===== config.mk =====
export PLATFORM = sky130hd
export DESIGN_NAME = seven_seg_scan_driver_flat
export DESIGN_NICKNAME = d
export VERILOG_FILES = /design/src/rtl/seven_seg_scan_driver_if.sv /design/src/rtl/seven_seg_scan_driver.sv /design/src/flat_wrapper.sv
export SDC_FILE = /design/constraint.sdc
export NUM_CORES = 1
export LEC_CHECK = 0
export BUFFER_PORTS_ARGS = -buffer_cell sky130_fd_sc_hd__clkbuf_2
export CORE_MARGIN = 3
export CORE_UTILIZATION = 40
export DETAILED_ROUTE_END_ITERATION = 7
export PLACE_DENSITY = 0.63
export SLEW_MARGIN = 20
export SYNTH_ARGS = -nofsm -noshare
export SYNTH_HDL_FRONTEND = slang
export SYNTH_SLANG_ARGS = --single-unit

===== constraint.sdc =====
create_clock -name clk -period 4.61 [get_ports clk]
set_input_delay 0.6915 -clock clk [delete_from_list [all_inputs] [get_ports clk]]
set_output_delay 0.6915 -clock clk [all_outputs]
set_load 0.01 [all_outputs]

===== src/rtl/seven_seg_scan_driver_if.sv =====
// -----------------------------------------------------------------------------
// seven_seg_scan_driver_if
//   Bundles the display-driver data path: the digit/decimal-point load side
//   coming from the stopwatch formatting logic and the registered pin side
//   going to the board.
//
//   master : producer of en/load/digits/dp_in, consumer of the display pins
//   slave  : the scan driver itself
//
//   en         scan enable (low = display dark, scan frozen)
//   load       capture digits/dp_in into the driver's shadow register
//   digits     digit i at [4i+3:4i], i=0 least significant
//   dp_in      decimal point per digit
//   seg        segments {g,f,e,d,c,b,a}
//   dp         decimal point of the active digit
//   an         anode enables, one-hot when a digit is lit
//   frame_tick one-cycle pulse when the scan wraps to digit 0
// -----------------------------------------------------------------------------
interface seven_seg_scan_driver_if #(
    parameter int NUM_DIGITS = 4
);
    logic                      en;
    logic                      load;
    logic [4*NUM_DIGITS-1:0]   digits;
    logic [NUM_DIGITS-1:0]     dp_in;
    logic [6:0]                seg;
    logic                      dp;
    logic [NUM_DIGITS-1:0]     an;
    logic                      frame_tick;

    modport master (
        output en, load, digits, dp_in,
        input  seg, dp, an, frame_tick
    );

    modport slave (
        input  en, load, digits, dp_in,
        output seg, dp, an, frame_tick
    );
endinterface


===== src/rtl/seven_seg_scan_driver.sv =====
// -----------------------------------------------------------------------------
// seven_seg_scan_driver
//   Time-multiplexed driver for an N-digit common-anode seven-segment display.
//   A shadow register holds the digit vector and decimal points; one digit is
//   shown per refresh slot. Each slot opens with BLANK_CYCLES of all anodes
//   off to stop the previous digit ghosting onto the next one. Digits decode
//   as BCD (codes 10-15 blank) or hex, and leading zeros can be suppressed.
//
//   clk    system clock
//   reset  synchronous, active-high; returns everything to the dark state
//   bus    seven_seg_scan_driver_if.slave (en, load, digits, dp_in in;
//          seg, dp, an, frame_tick out, all outputs registered)
// -----------------------------------------------------------------------------
module seven_seg_scan_driver #(
    parameter int NUM_DIGITS     = 4,
    parameter int REFRESH_DIV    = 100000,
    parameter int BLANK_CYCLES   = 16,
    parameter bit HEX_MODE       = 1'b0,
    parameter bit LZ_SUPPRESS    = 1'b1,
    parameter bit SEG_ACTIVE_LOW = 1'b1,
    parameter bit AN_ACTIVE_LOW  = 1'b1
) (
    input  logic                    clk,
    input  logic                    reset,
    seven_seg_scan_driver_if.slave  bus
);

    localparam int PRESC_W = (REFRESH_DIV > 1) ? $clog2(REFRESH_DIV) : 1;
    localparam int IDX_W   = (NUM_DIGITS > 1) ? $clog2(NUM_DIGITS) : 1;

    localparam logic [PRESC_W-1:0]    PRESC_LAST = PRESC_W'(REFRESH_DIV - 1);
    localparam logic [PRESC_W-1:0]    BLANK_END  = PRESC_W'(BLANK_CYCLES);
    localparam logic [IDX_W-1:0]      IDX_LAST   = IDX_W'(NUM_DIGITS - 1);
    localparam logic [NUM_DIGITS-1:0] AN_ONE     = NUM_DIGITS'(1);
    localparam logic [6:0]            SEG_DARK   = 7'b1111111;

    // Active-low glyph for one code; the caller applies pin polarity.
    function automatic logic [6:0] decode_glyph(input logic [3:0] code);
        logic [6:0] g;
        case (code)
            4'd0:    g = 7'b1000000;
            4'd1:    g = 7'b1111001;
            4'd2:    g = 7'b0100100;
            4'd3:    g = 7'b0110000;
            4'd4:    g = 7'b0011001;
            4'd5:    g = 7'b0010010;
            4'd6:    g = 7'b0000010;
            4'd7:    g = 7'b1111000;
            4'd8:    g = 7'b0000000;
            4'd9:    g = 7'b0010000;
            4'd10:   g = HEX_MODE ? 7'b0001000 : SEG_DARK;
            4'd11:   g = HEX_MODE ? 7'b0000011 : SEG_DARK;
            4'd12:   g = HEX_MODE ? 7'b1000110 : SEG_DARK;
            4'd13:   g = HEX_MODE ? 7'b0100001 : SEG_DARK;
            4'd14:   g = HEX_MODE ? 7'b0000110 : SEG_DARK;
            default: g = HEX_MODE ? 7'b0001110 : SEG_DARK;
        endcase
        return g;
    endfunction

    // Internally everything is active-low; these map to the pin polarity.
    function automatic logic [6:0] seg_pins(input logic [6:0] seg_low);
        return SEG_ACTIVE_LOW ? seg_low : ~seg_low;
    endfunction

    function automatic logic dp_pin(input logic dp_low);
        return SEG_ACTIVE_LOW ? dp_low : ~dp_low;
    endfunction

    function automatic logic [NUM_DIGITS-1:0] an_pins(input logic [NUM_DIGITS-1:0] an_low);
        return AN_ACTIVE_LOW ? an_low : ~an_low;
    endfunction

    logic [PRESC_W-1:0]      presc;
    logic [IDX_W-1:0]        idx;
    logic [4*NUM_DIGITS-1:0] shadow_dig;
    logic [NUM_DIGITS-1:0]   shadow_dp;

    logic [6:0]              seg_p1;
    logic                    dp_p1;
    logic [NUM_DIGITS-1:0]   an_p1;
    logic                    tick_p1;

    logic                    slot_end;
    logic                    lit;
    logic                    show;
    logic                    upper_nz;
    logic [NUM_DIGITS-1:0]   supp;
    logic [3:0]              cur_code;
    logic                    cur_dp;
    logic [6:0]              seg_low;
    logic                    dp_low;
    logic [NUM_DIGITS-1:0]   an_low;

    // Leading-zero mask: walk from the top digit down; a digit stays
    // suppressible only while every digit and dp from it upward is clear.
    always_comb begin
        upper_nz = 1'b0;
        supp     = '0;
        for (int i = NUM_DIGITS - 1; i >= 0; i--) begin
            upper_nz = upper_nz | (shadow_dig[4*i +: 4] != 4'd0) | shadow_dp[i];
            supp[i]  = LZ_SUPPRESS && (i != 0) && !upper_nz;
        end
    end

    always_comb begin
        slot_end = bus.en && (presc == PRESC_LAST);
        lit      = bus.en && (presc >= BLANK_END);
        cur_code = shadow_dig[{idx, 2'b00} +: 4];
        cur_dp   = shadow_dp[idx];
        show     = lit && !supp[idx];
        seg_low  = show ? decode_glyph(cur_code) : SEG_DARK;
        dp_low   = !(show && cur_dp);
        an_low   = lit ? ~(AN_ONE << idx) : '1;
    end

    // Stage p0: scan position and shadow register
    always_ff @(posedge clk) begin
        if (reset) begin
            presc      <= '0;
            idx        <= '0;
            shadow_dig <= '0;
            shadow_dp  <= '0;
        end else begin
            if (bus.load) begin
                shadow_dig <= bus.digits;
                shadow_dp  <= bus.dp_in;
            end
            if (bus.en) begin
                presc <= slot_end ? '0 : presc + 1'b1;
                if (slot_end) begin
                    idx <= (idx == IDX_LAST) ? '0 : idx + 1'b1;
                end
            end
        end
    end

    // Stage p1: registered display pins, one cycle behind presc/idx/shadow
    always_ff @(posedge clk) begin
        if (reset) begin
            seg_p1  <= seg_pins(SEG_DARK);
            dp_p1   <= dp_pin(1'b1);
            an_p1   <= an_pins('1);
            tick_p1 <= 1'b0;
        end else begin
            seg_p1  <= seg_pins(seg_low);
            dp_p1   <= dp_pin(dp_low);
            an_p1   <= an_pins(an_low);
            tick_p1 <= slot_end && (idx == IDX_LAST);
        end
    end

    assign bus.seg        = seg_p1;
    assign bus.dp         = dp_p1;
    assign bus.an         = an_p1;
    assign bus.frame_tick = tick_p1;

endmodule

===== src/flat_wrapper.sv =====
// flat-port wrapper written by rule: the top's interface ports become plain ports
module seven_seg_scan_driver_flat 
#(
    parameter int NUM_DIGITS     = 4,
    parameter int REFRESH_DIV    = 100000,
    parameter int BLANK_CYCLES   = 16,
    parameter bit HEX_MODE       = 1'b0,
    parameter bit LZ_SUPPRESS    = 1'b1,
    parameter bit SEG_ACTIVE_LOW = 1'b1,
    parameter bit AN_ACTIVE_LOW  = 1'b1
)
  (clk, reset, bus_en, bus_load, bus_digits, bus_dp_in, bus_seg, bus_dp, bus_an, bus_frame_tick);
  seven_seg_scan_driver_if #(.NUM_DIGITS(NUM_DIGITS)) bus_i ();
  input  logic clk;
  input  logic reset;
  input wire logic [$bits(bus_i.en)-1:0] bus_en;
  input wire logic [$bits(bus_i.load)-1:0] bus_load;
  input wire logic [$bits(bus_i.digits)-1:0] bus_digits;
  input wire logic [$bits(bus_i.dp_in)-1:0] bus_dp_in;
  output wire logic [$bits(bus_i.seg)-1:0] bus_seg;
  output wire logic [$bits(bus_i.dp)-1:0] bus_dp;
  output wire logic [$bits(bus_i.an)-1:0] bus_an;
  output wire logic [$bits(bus_i.frame_tick)-1:0] bus_frame_tick;
  assign bus_i.en = bus_en;
  assign bus_i.load = bus_load;
  assign bus_i.digits = bus_digits;
  assign bus_i.dp_in = bus_dp_in;
  assign bus_seg = bus_i.seg;
  assign bus_dp = bus_i.dp;
  assign bus_an = bus_i.an;
  assign bus_frame_tick = bus_i.frame_tick;
  seven_seg_scan_driver #(.NUM_DIGITS(NUM_DIGITS), .REFRESH_DIV(REFRESH_DIV), .BLANK_CYCLES(BLANK_CYCLES), .HEX_MODE(HEX_MODE), .LZ_SUPPRESS(LZ_SUPPRESS), .SEG_ACTIVE_LOW(SEG_ACTIVE_LOW), .AN_ACTIVE_LOW(AN_ACTIVE_LOW)) u_core (.clk(clk), .reset(reset), .bus(bus_i));
endmodule

# Yosys cells after proc, flatten, opt, wreduce, memory -nomap -nowiden
# Memories as Yosys holds them, arrays and structs flattened. A register that Yosys moved wholly into a read port is not among the register bits.
# Cells that the tools add are included.
[totals]
in_bits = 24
reg_bits = 45
mem_bits_ro = 112
mem_count = 1
word_cells = 46
[mem_list]
columns = ["name", "words", "width", "read_ports", "rd_clocked_by_memory_dff", "wr", "line", "text"]
rows = [
  ["(no name shown)", 16, 7, 1, 1, 0, "seven_seg_scan_driver.sv:40", "case (code)"],
]
[classes]
n_eq_ne = 2
magnitude_cmp = 2
reduce_logical = 16
bitwise_logic = 8
add_sub_neg = 2
n_shift = 2
mux = 6
[op_table]
columns = ["cell", "count"]
rows = [
  ["adder 17 x 1 -> 17 bit (second input constant)", 1],
  ["== test 17 bit (second input constant)", 1],
  [">= comparator 17 x 5 -> 1 bit (second input constant)", 1],
  ["two-way mux 17 bit", 1],
  ["variable part select 16 x 5 -> 4 bit", 1],
  ["nonzero test 4 bit", 3],
  ["logical AND 1 bit", 5],
  ["logical NOT 1 bit", 5],
  ["bitwise OR 1 bit", 5],
  ["binary-select mux 1 bit (select 2 bit)", 2],
  ["inverter 4 bit", 1],
  ["OR reduction 2 bit", 2],
  ["left shift 1 x 2 -> 4 bit (first input constant)", 1],
  ["less-than comparator 2 x 3 -> 1 bit (second input constant)", 1],
  ["adder 2 x 1 -> 2 bit (second input constant)", 1],
  ["== test 2 bit (second input constant)", 1],
  ["two-way mux 1 bit", 2],
  ["two-way mux 2 bit", 1],
  ["inverter 1 bit", 2],
  ["AND reduction 2 bit", 1],
]

# Longest topological paths before layout
# Gate-level depths: netlist of run 1.
[depth]
word_depth = 13
ltp_mapped = 7

# Worst setup path after synthesis of run 1
# Ideal clock, no wire load.
[synth_timing]
kind = "register to register"
start = "register u_core.idx[0]"
end = "register u_core.seg_p1[4] (netlist: u_core.bus.seg[4])"
required_ns = 4.465
n_path_buf = 1
setup_time_ns = 0.145
period_less_slack_ns = 1.860
path_slack_ns = 2.750
path_stages_with_launch = 8
arrival_ns = 1.715
path_cell_list = "dfxtp_1 -> buf_6 -> mux4_1 -> inv_1 -> ha_1 -> nor2b_1 -> a211oi_1 -> o221ai_1"
[synth_between]
elab_chain_cells = 6
[synth_lines]
columns = ["element", "line", "text"]
rows = [
  ["start, declared", "seven_seg_scan_driver.sv:75", "logic [IDX_W-1:0] idx;"],
  ["start signal, assigned", "seven_seg_scan_driver.sv:132", "idx <= (idx == IDX_LAST) ? '0 : idx + 1'b1;"],
  ["binary-select mux 1 bit (select 2 bit)", "seven_seg_scan_driver.sv:111", "show = lit && !supp[idx];"],
  ["two-way mux 1 bit (implied by the code)", "seven_seg_scan_driver.sv:111", ""],
  ["logical NOT 1 bit", "seven_seg_scan_driver.sv:111", ""],
  ["logical AND 1 bit", "seven_seg_scan_driver.sv:111", ""],
  ["inverter 1 bit (no line)", "n/a", ""],
  ["OR reduction 2 bit (no line)", "n/a", ""],
  ["end, declared", "seven_seg_scan_driver.sv:79", "logic [6:0] seg_p1;"],
]
# Several ways; a longest one is shown, not always the timed one. The select of a mux whose other input is x is not followed.
# A chain may end at the register's enable or synchronous reset.

# Worst setup path in the final report of run 1
# Same ends and word-level chain as after synthesis.

==> results of run 1 <==
==> logic make-up (layout without fill, tap and decap cells) <==
kind of cell | count (synthesis) | in the layout | synth area share [%]
XOR/XNOR | 11 | 11 | 4.00
AO/OA/AOI/OAI | 35 | 35 | 10.5
multiplexers | 26 | 26 | 13.7
adder cells (fa/ha/maj) | 11 | 11 | 5.71
AND/OR/NAND/NOR | 91 | 91 | 19.1
buffers and inverters | 22 | 57 | 3.79
flip-flops | 52 | 52 | 43.2
==> registers in the layout (all words and copies together) (netlist names) <==
name and count:
u_core.presc 17, u_core.shadow_dig 16, u_core.bus.seg 7, u_core.bus.an 4
u_core.shadow_dp 4, u_core.idx 2, u_core.bus.dp 1, u_core.bus.frame_tick 1
==> placed cells by master, fill, tap and decap left out, types with 8 or more instances in the layout <==
master and n:
inv_1 12, clkbuf_2 36, nor3_1 8, dfxtp_1 52, ha_1 11, nor2_1 34, mux2i_1 21, nand2_1 16
xnor2_1 8
==> tightest hold or removal path, cell delays in order (launching register included) <==
cell and delay, ns:
dfxtp_1 0.34, mux2i_1 0.07, nor2_1 0.07
==> layer usage <==
layer  up-vias  wire length (um)
li1        946                 -
met1       845              2430
met2        38              1990
met3         7               201
met4         0                63
met5         -                 0
==> final cells by class <==
type	instances	area, sq um
Fill cell	543	2940
Timing Repair Buffer	37	188
Clock buffer	6	82.6
Clock inverter	2	10.0
Inverter	12	45.0
Multi-Input combinational cell	174	1280
Tap cell	72	90.1
Sequential cell	52	1040
==> where the power goes <==
group / internal, mW / switching, mW
clock: 0.120 / 0.145
combinational: 0.0318 / 0.0354
sequential: 0.461 / 0.00934
==> through the flow <==
step | setup WS, ns | total power, mW
floorplan | 2.75 | 0.526
global placement | 2.27 | 0.547
detailed placement | 2.20 | 0.548
CTS | 2.42 | 0.818
global route | 2.21 | 0.842
finish | 2.45 | 0.803
==> worst max path at each step <==
stage / startpoint / to / slack (ns) / cells past startpoint
final: u_core.idx[0] / u_core.bus.seg[4] / 2.45 / 6
after floorplan: u_core.idx[0] / u_core.bus.seg[4] / 2.75 / 7
after global routing: u_core.presc[11] / u_core.presc[11] / 2.21 / 4
after global placement: bus_en / u_core.presc[3] / 2.27 / 5
after detailed placement: bus_en / u_core.presc[5] / 2.20 / 5
after CTS: u_core.idx[0] / u_core.bus.seg[4] / 2.42 / 6
==> flow_metrics.tcl, run 1 <==
set metrics [dict create \
    syn_avg_cell_area_sq_um 9.72 \
    clkLatencyLatePin_ns 0.30 \
    rsz0062_at_grt "false" \
    drt_pass1_iterations 4 \
    finalCritPeriodShare_pct 46.9 \
    first_global_vias 1768 \
    ant_nets 0 \
    rrSetupSlack_ns 2.45 \
    htreeDepth 2 \
    power.density_nw_per_um2 294 \
    drc 0 \
    post-route-util_pct 48.2 \
    synth-async-reset-ratio_pct 0 \
    worstPathArrival_ns 2.33 \
    ys_types 45 \
    worst-path-max-fanout 11 \
    layout-drive-gt1-share_pct 19.4 \
    grt_pass1_wl_um 8380 \
    finalMaxSlewViolations 0 \
    die_area_sq_um 6990 \
    peakVddDrop_v 0.000196 \
    yosysWarnings 0 \
    routabilityCongestion 0.836 \
    setup_violations 0 \
    yosys.area.top_type "dfxtp_1" \
    nets 317 \
    portBuffers 36 \
    grt-busiest-layer "met1" \
    post-dp-hpwl_um 3430 \
    dr_total_vias 1836 \
    die_h_um 83.6 \
    drv_cap 0 \
    start_kind "flip-flop" \
    gr-usage-met3_pct 3.65 \
    synth_flop_cell "dfxtp_1" \
    synth_edf_count 0 \
    p_leak_nw 1.10 \
    core-area_sq_um 5680 \
    slowest_delay_ns 0.70 \
    finalHoldViolCount 0 \
    wl_per_cell_um 13.2 \
    ys_seq_area_share_pct 43.2 \
    grt_usage_pct 14.2 \
    final_cells 355 \
    areaGrowthSynthToFinish_pct 13.4 \
    grt_util_met1_pct 20.5 \
    num_antenna_cells 0 \
    crit_path_top_delay_cell "mux4_1" \
    reg2regPathDepth 6 \
    wl_um 4680 \
    cts.clk_slew.worst_paths_ns 0.10 \
    post_cts_buffers 0 \
    placed_cells 347 \
    clockRootBuffer "clkbuf_8" \
    max_freq_mhz 463 \
    cts.sinks 52 \
    holdWs_ns 0.506 \
    rows 27 \
    path_buf_inv 1 \
    synth_nets 283 \
    clk_path_buf_depth 2 \
    cp_data_required_time_ns 4.78 \
    synth.area.top_cells "dfxtp_1 (43%), mux2i_1 (8.7%), ha_1 (5.7%), nor2_1 (5.3%), xnor2_1 (2.9%)" \
    synth_most_common_cell "dfxtp_1" \
    min_path_type "reg -> reg" \
    start_util_pct 42.5 \
    cts_hold_buffers 0 \
    postSynthCellCount 248 \
    dpl-instance-area_sq_um 2640 \
    yosysTopAreaCellShare_pct 43.2 \
    mappedNetlistArea_sq_um 2410 \
    synth_seq_cells 52 \
    fin_setup_tns_ns 0 \
    worstReg2RegEnd "u_core.bus.seg[4]" \
    cpLargestDelayFamily "multiplexers" \
    worstHoldStart "u_core.shadow_dig[0]" \
    r2r-start "u_core.idx[0]" \
    cts_tree "yes" \
    tightest_slew_ns 1.01 \
    hold_end "u_core.shadow_dig[0]" \
    cts_buffers 5 \
    slew-limit-headroom_pct 32.3 \
    drtIter0Drc 83 \
    design_area_sq_um 2730 \
    layout_min_cycle_time_ns 2.16 \
    path_cells "mux4_1 -> inv_1 -> ha_1 -> nor2b_1 -> a211oi_1 -> o221ai_1" \
    yosys-top-cells-count "dfxtp_1 (52), nor2_1 (34), mux2i_1 (21)" \
    dieWidth_um 83.6 \
    antenna_found_initial 0 \
    finClkSkew_ns 0.0110 \
    cts_resized 0 \
    grt_overflow 0 \
    pin_count 37 \
    drt-vias-per-instance 5.17 \
    whs_path_depth 2 \
    critPathKind "reg -> reg" \
    met2_usage_pct 20.5 \
    grt_max_degree 29 \
    status "finished clean" \
    end_kind "flip-flop" \
]
Note: power is estimated with default switching activity, not from simulation.
==> run 2: changes to the inputs <==
--- a/config.mk
+++ b/config.mk
@@ -9,7 +9,7 @@
 export CORE_MARGIN = 3
 export CORE_UTILIZATION = 40
 export DETAILED_ROUTE_END_ITERATION = 7
-export PLACE_DENSITY = 0.63
+export PLACE_DENSITY = 0.65
 export SLEW_MARGIN = 20
 export SYNTH_ARGS = -nofsm -noshare
 export SYNTH_HDL_FRONTEND = slang
==> constraint.sdc (replaced) <==
create_clock -name clk -period 1.7 [get_ports clk]
set_input_delay 0.255 -clock clk [delete_from_list [all_inputs] [get_ports clk]]
set_output_delay 0.255 -clock clk [all_outputs]
set_load 0.01 [all_outputs]
==> run 2 against run 1 <==
  * The run now ends with negative setup slack left
  * Clock skew shrank 0.0051 ns
  * Routed wire length grew 4.8%
  * Core utilization up 3.6 points
  * Combinational power grew to 3.3 times the previous value
  * Critical endpoint is now u_core.bus.seg[5]
  * Flip-flop and latch count stayed put
  * First-iteration DRC count increased by 31%
  * Clock power grew to 2.7 times the previous value
  * Cell area rose by 7.4%
==> flow_metrics.tcl, run 2 (synthesis gave the netlist of run 1 again) <==
set metrics [dict create \
    violations "negative setup slack" \
    peakVddDrop_v 0.000540 \
    num_antenna_cells 0 \
    holdWs_ns 0.177 \
    die_area_sq_um 6990 \
    grt_max_degree 21 \
    pin_count 37 \
    drt_pass1_iterations 4 \
    largest_register "u_core.presc" \
    layout-drive-gt1-share_pct 28.1 \
    cts.sinks 52 \
    wl_per_cell_um 13.1 \
    dpl-instance-area_sq_um 2800 \
    post-dp-hpwl_um 3760 \
    place_worst_setup_slack_ns -0.0457 \
    cts_tree "yes" \
    dieWidth_um 83.6 \
    finalMaxSlewViolations 0 \
    end_kind "flip-flop" \
    areaGrowthSynthToFinish_pct 21.9 \
    worstHoldStart "bus_digits[14]" \
    cts.clk_slew.worst_paths_ns 0.10 \
    routabilityCongestion 0.803 \
    layout_commonest_cell "dfxtp_1" \
    post-route-util_pct 51.7 \
    cp_data_required_time_ns 1.87 \
    grt_overflow 0 \
    cts_buffers 5 \
    wl_um 4910 \
    antenna_found_initial 0 \
    cts_hold_buffers 0 \
    p_leak_nw 1.19 \
    grt_pass1_wl_um 8710 \
    portBuffers 36 \
    critPathKind "reg -> reg" \
    worstReg2RegEnd "u_core.bus.seg[5]" \
    worst-path-max-fanout 6 \
    largest_reg_flops 17 \
    die_h_um 83.6 \
    ant_nets 0 \
    drc 0 \
    status "finished, violations left" \
    setup_slack_ns -0.00367 \
    cp-endpoint "u_core.bus.seg[5]" \
    grt_usage_pct 15.0 \
    tightest_slew_ns 0.346 \
    finalHoldViolCount 0 \
    crit_start "u_core.idx[0]" \
    clockRootBuffer "clkbuf_8" \
    drv_cap 0 \
    r2r-start "u_core.idx[0]" \
    nets 337 \
    core-area_sq_um 5680 \
    worstPathArrival_ns 1.88 \
    max_freq_mhz 587 \
    min_path_type "in -> reg" \
    drt-vias-per-instance 5.11 \
    power.density_nw_per_um2 749 \
    design_area_sq_um 2940 \
    finClkSkew_ns 0.00593 \
    rrSetupSlack_ns -0.004 \
    first_global_vias 1838 \
    drtIter0Drc 109 \
    clk_path_buf_depth 2 \
    layout_min_cycle_time_ns 1.70 \
    start_kind "flip-flop" \
    rows 27 \
    layout_common_cells "dfxtp_1 (50), clkbuf_2 (36), nor2_1 (34)" \
    start_util_pct 42.5 \
    htreeDepth 2 \
    reg2regPathDepth 6 \
    dr_total_vias 1915 \
    slew-limit-headroom_pct 76.6 \
    clkLatencyLatePin_ns 0.30 \
    setup_violations 3 \
    finalCritPeriodShare_pct 100 \
    whs_path_depth 3 \
    rsz0062_at_grt "true" \
]
==> run 2: cell types whose count changed in the layout (fill, tap and decap cells not counted), sizes merged <==
cell    change
buf        +20
clkbuf      -1
inv         +1
==> run 2: final cells by class <==
type	instances	area (sq um)
fill	536	2740
multi-input combinational	174	1330
sequential	52	1050
timing repair buffer	57	338
tap	72	90.1
clock buffer	5	68.8
inverter	12	45.0
clock inverter	3	22.5
==> run 2: worst min path at each step <==
stage,endpoint,slack (ns)
2_1_floorplan,u_core.shadow_dp[0],0.40
3_3_place_gp,u_core.presc[16],0.48
3_5_place_dp,u_core.shadow_dig[1],0.49
4_1_cts,u_core.shadow_dp[0],0.17
5_1_grt,u_core.shadow_dig[1],0.19
6_report,u_core.shadow_dig[14],0.18
==> run 2: what timing repair did <==
item                       in CTS  in global routing
setup buffers                   0                  1
setup endpoints to repair       7                 10
resized for setup               4                  4
pin swaps                       4                  0
==> run 2: where the power goes <==
part / total (mW) / internal (mW) / switching (mW)
clock network: 0.705 / 0.295 / 0.410
registers: 1.27 / 1.25 / 0.0262
logic: 0.219 / 0.107 / 0.112
==> run 2: critical path, cell delays in order, from the launching register on <==
cell	delay, ns
dfxtp_4	0.40
mux4_2	0.61
ha_2	0.21
inv_1	0.05
and2_1	0.12
a211o_1	0.10
o2111ai_1	0.09
==> run 2: per-stage QoR <==
stage	TNS (ns)	total power, mW	instances
detailed placement	-0.118	1.51	366
global route	-0.503	2.31	375
global placement	0	1.50	366
finish	-0.00651	2.20	375
CTS	-0.0207	2.23	374
floorplan	-0.0637	1.43	248
==> run 2: metal layers <==
metal	global-route usage (%)	vias to the layer above	share of wire, %
met1	21.5	875	51
met2	22.1	46	42
met4	4.39	0	1.3
li1	-	989	-
met5	0	-	0
met3	4.05	5	6.1
==> run 3: changes to the inputs <==
--- a/config.mk
+++ b/config.mk
@@ -8,6 +8,7 @@
 export BUFFER_PORTS_ARGS = -buffer_cell sky130_fd_sc_hd__clkbuf_2
 export CORE_MARGIN = 3
 export CORE_UTILIZATION = 40
+export CTS_BUF_LIST = sky130_fd_sc_hd__clkbuf_4
 export DETAILED_ROUTE_END_ITERATION = 7
 export PLACE_DENSITY = 0.65
 export SLEW_MARGIN = 20
==> run 3 against run 2 <==
  * The flow still finishes with violations (negative setup slack)
  * Final cell count is 0.27% higher
  * Register-to-register slack hardly changed
  * Cell area is 0.30% lower
  * Global-route usage hardly changed
  * Largest power group unchanged
  * Sequential share of layout area is 0.19 points higher
  * Fmax is 0.34% lower
  * Critical endpoint unchanged
  * First-iteration DRC count is 28% higher
==> flow_metrics.tcl, run 3 (synthesis gave the netlist of run 1 again) <==
set metrics [dict create \
    clk_path_buf_depth 2 \
    post-route-util_pct 51.6 \
    setup_violations 3 \
    largest_register "u_core.presc" \
    peakVddDrop_v 0.000505 \
    layout_common_cells "dfxtp_1 (48), clkbuf_2 (36), nor2_1 (34)" \
    nets 338 \
    end_kind "flip-flop" \
    start_util_pct 42.5 \
    core-area_sq_um 5680 \
    p_leak_nw 1.19 \
    routed.top_layer "met4" \
    critPathKind "reg -> reg" \
    drc 0 \
    drt-vias-per-instance 5.10 \
    die_h_um 83.6 \
    layout-drive-gt1-share_pct 29.3 \
    cts.clk_slew.worst_paths_ns 0.16 \
    slowest_delay_ns 0.61 \
    violations "negative setup slack" \
    drv_cap 0 \
    tightest_slew_ns 0.348 \
    max_freq_mhz 585 \
    finalMaxSlewViolations 0 \
    wl_met3_um 269 \
    first_global_vias 1824 \
    met1_length_um 2510 \
    worst-path-max-fanout 6 \
    cts.sinks 52 \
    grt_pass1_wl_um 8690 \
    worstPathArrival_ns 1.97 \
    min_path_type "in -> reg" \
    dieWidth_um 83.6 \
    routabilityCongestion 0.803 \
    dr_total_vias 1916 \
    ff_latch_area_sq_um 1050 \
    portBuffers 36 \
    power.density_nw_per_um2 707 \
    cp_data_required_time_ns 1.96 \
    finalHoldViolCount 0 \
    setup_slack_ns -0.00952 \
    multi_input_area_sq_um 1340 \
    path_buf_inv 1 \
    slew-limit-headroom_pct 76.5 \
    clockRootBuffer "clkbuf_4" \
    pin_count 37 \
    layout_commonest_cell "dfxtp_1" \
    rows 27 \
    drt_pass1_iterations 4 \
    grt_usage_pct 15.0 \
    cts_buffers 5 \
    die_area_sq_um 6990 \
    path_cells "mux4_2 -> ha_2 -> inv_1 -> and2_1 -> a211o_1 -> o2111ai_1" \
    crit_path_top_delay_cell "mux4_2" \
    cpLargestDelayFamily "multiplexers" \
    ant_nets 0 \
    areaGrowthSynthToFinish_pct 21.5 \
    finalCritPeriodShare_pct 101 \
    grt_overflow 0 \
    dr_wl_met2_um 2080 \
    drtIter0Drc 139 \
    rsz0062_at_grt "true" \
    wl_um 4920 \
    largest_reg_flops 17 \
    place_worst_setup_slack_ns -0.0457 \
    fill_cells 533 \
    htreeDepth 2 \
    wl_per_cell_um 13.1 \
    placed_cells 366 \
    clkLatencyLatePin_ns 0.37 \
    status "finished, violations left" \
    final_cells 376 \
    start_kind "flip-flop" \
    layout_min_cycle_time_ns 1.71 \
    antenna_found_initial 0 \
    num_antenna_cells 0 \
    post-dp-hpwl_um 3760 \
    grt_max_degree 21 \
    cts_hold_buffers 0 \
    cts_tree "yes" \
    finClkSkew_ns 0.0113 \
]
run 3: changes by cell type in the layout (fill, tap and decap cells not counted):
cell | before | now
buf_4 | 21 | 22
nor4_2 | 1 | 0
dfxtp_1 | 50 | 48
nor4_4 | 0 | 1
or4_4 | 1 | 2
clkbuf_8 | 5 | 0
clkbuf_4 | 0 | 5
dfxtp_2 | 1 | 3
or4_1 | 6 | 5
run 3: metrics by stage:
stage	hold WS [ns]	area, sq um	TNS (ns)	power (mW)
after global routing	0.0996	2930	-0.537	2.17
after global placement	0.484	2800	0	1.50
final	0.0975	2930	-0.0158	2.07
after floorplan	0.402	2420	-0.0637	1.43
after CTS	0.0845	2880	-0.0331	2.09
after detailed placement	0.491	2800	-0.118	1.51
run 3: report_power, final:
part	internal (mW)	switching, mW	leakage [nW]
Clock	0.168	0.400	0.0356
Sequential	1.25	0.0270	0.426
Combinational	0.111	0.112	0.730
run 3: final timing paths:
kind | slack [ns] | depth (start not counted) | start | endpoint
worst max-delay path | -0.01 | 6 | u_core.idx[0] | u_core.bus.seg[5]
worst min-delay path | 0.1 | 3 | bus_digits[14] | u_core.shadow_dig[14]
worst max register to register | -0.01 | 6 | u_core.idx[0] | u_core.bus.seg[5]
worst min register to register | 0.52 | 2 | u_core.presc[16] | u_core.presc[16]
run 3: area by class of cell:
| type | instances | area share, % |
|---|---|---|
| Timing Repair Buffer | 58 | 11.8 |
| Multi-Input combinational cell | 174 | 45.7 |
| Inverter | 12 | 1.54 |
| Clock inverter | 3 | 0.769 |
| Sequential cell | 52 | 35.8 |
| Tap cell | 72 | 3.08 |
| Clock buffer | 5 | 1.28 |
run 3: timing repair:
action,CTS,global route
pin swaps,4,0
endpoints found under the setup margin,8,12
setup buffers,0,2
gates cloned,0,0
resized for setup,4,8
run 3: worst min-delay path, stage by stage:
cell,delay [ns]
clkbuf_2,0.07
mux2i_1,0.05
nor2_1,0.07
run 3: metal layers:
metal  vias to the layer above  GRT usage, %
met3                         5          4.05
met4                         0          4.39
met5                         -             0
met2                        44          21.8
li1                        990             -
met1                       877          21.6
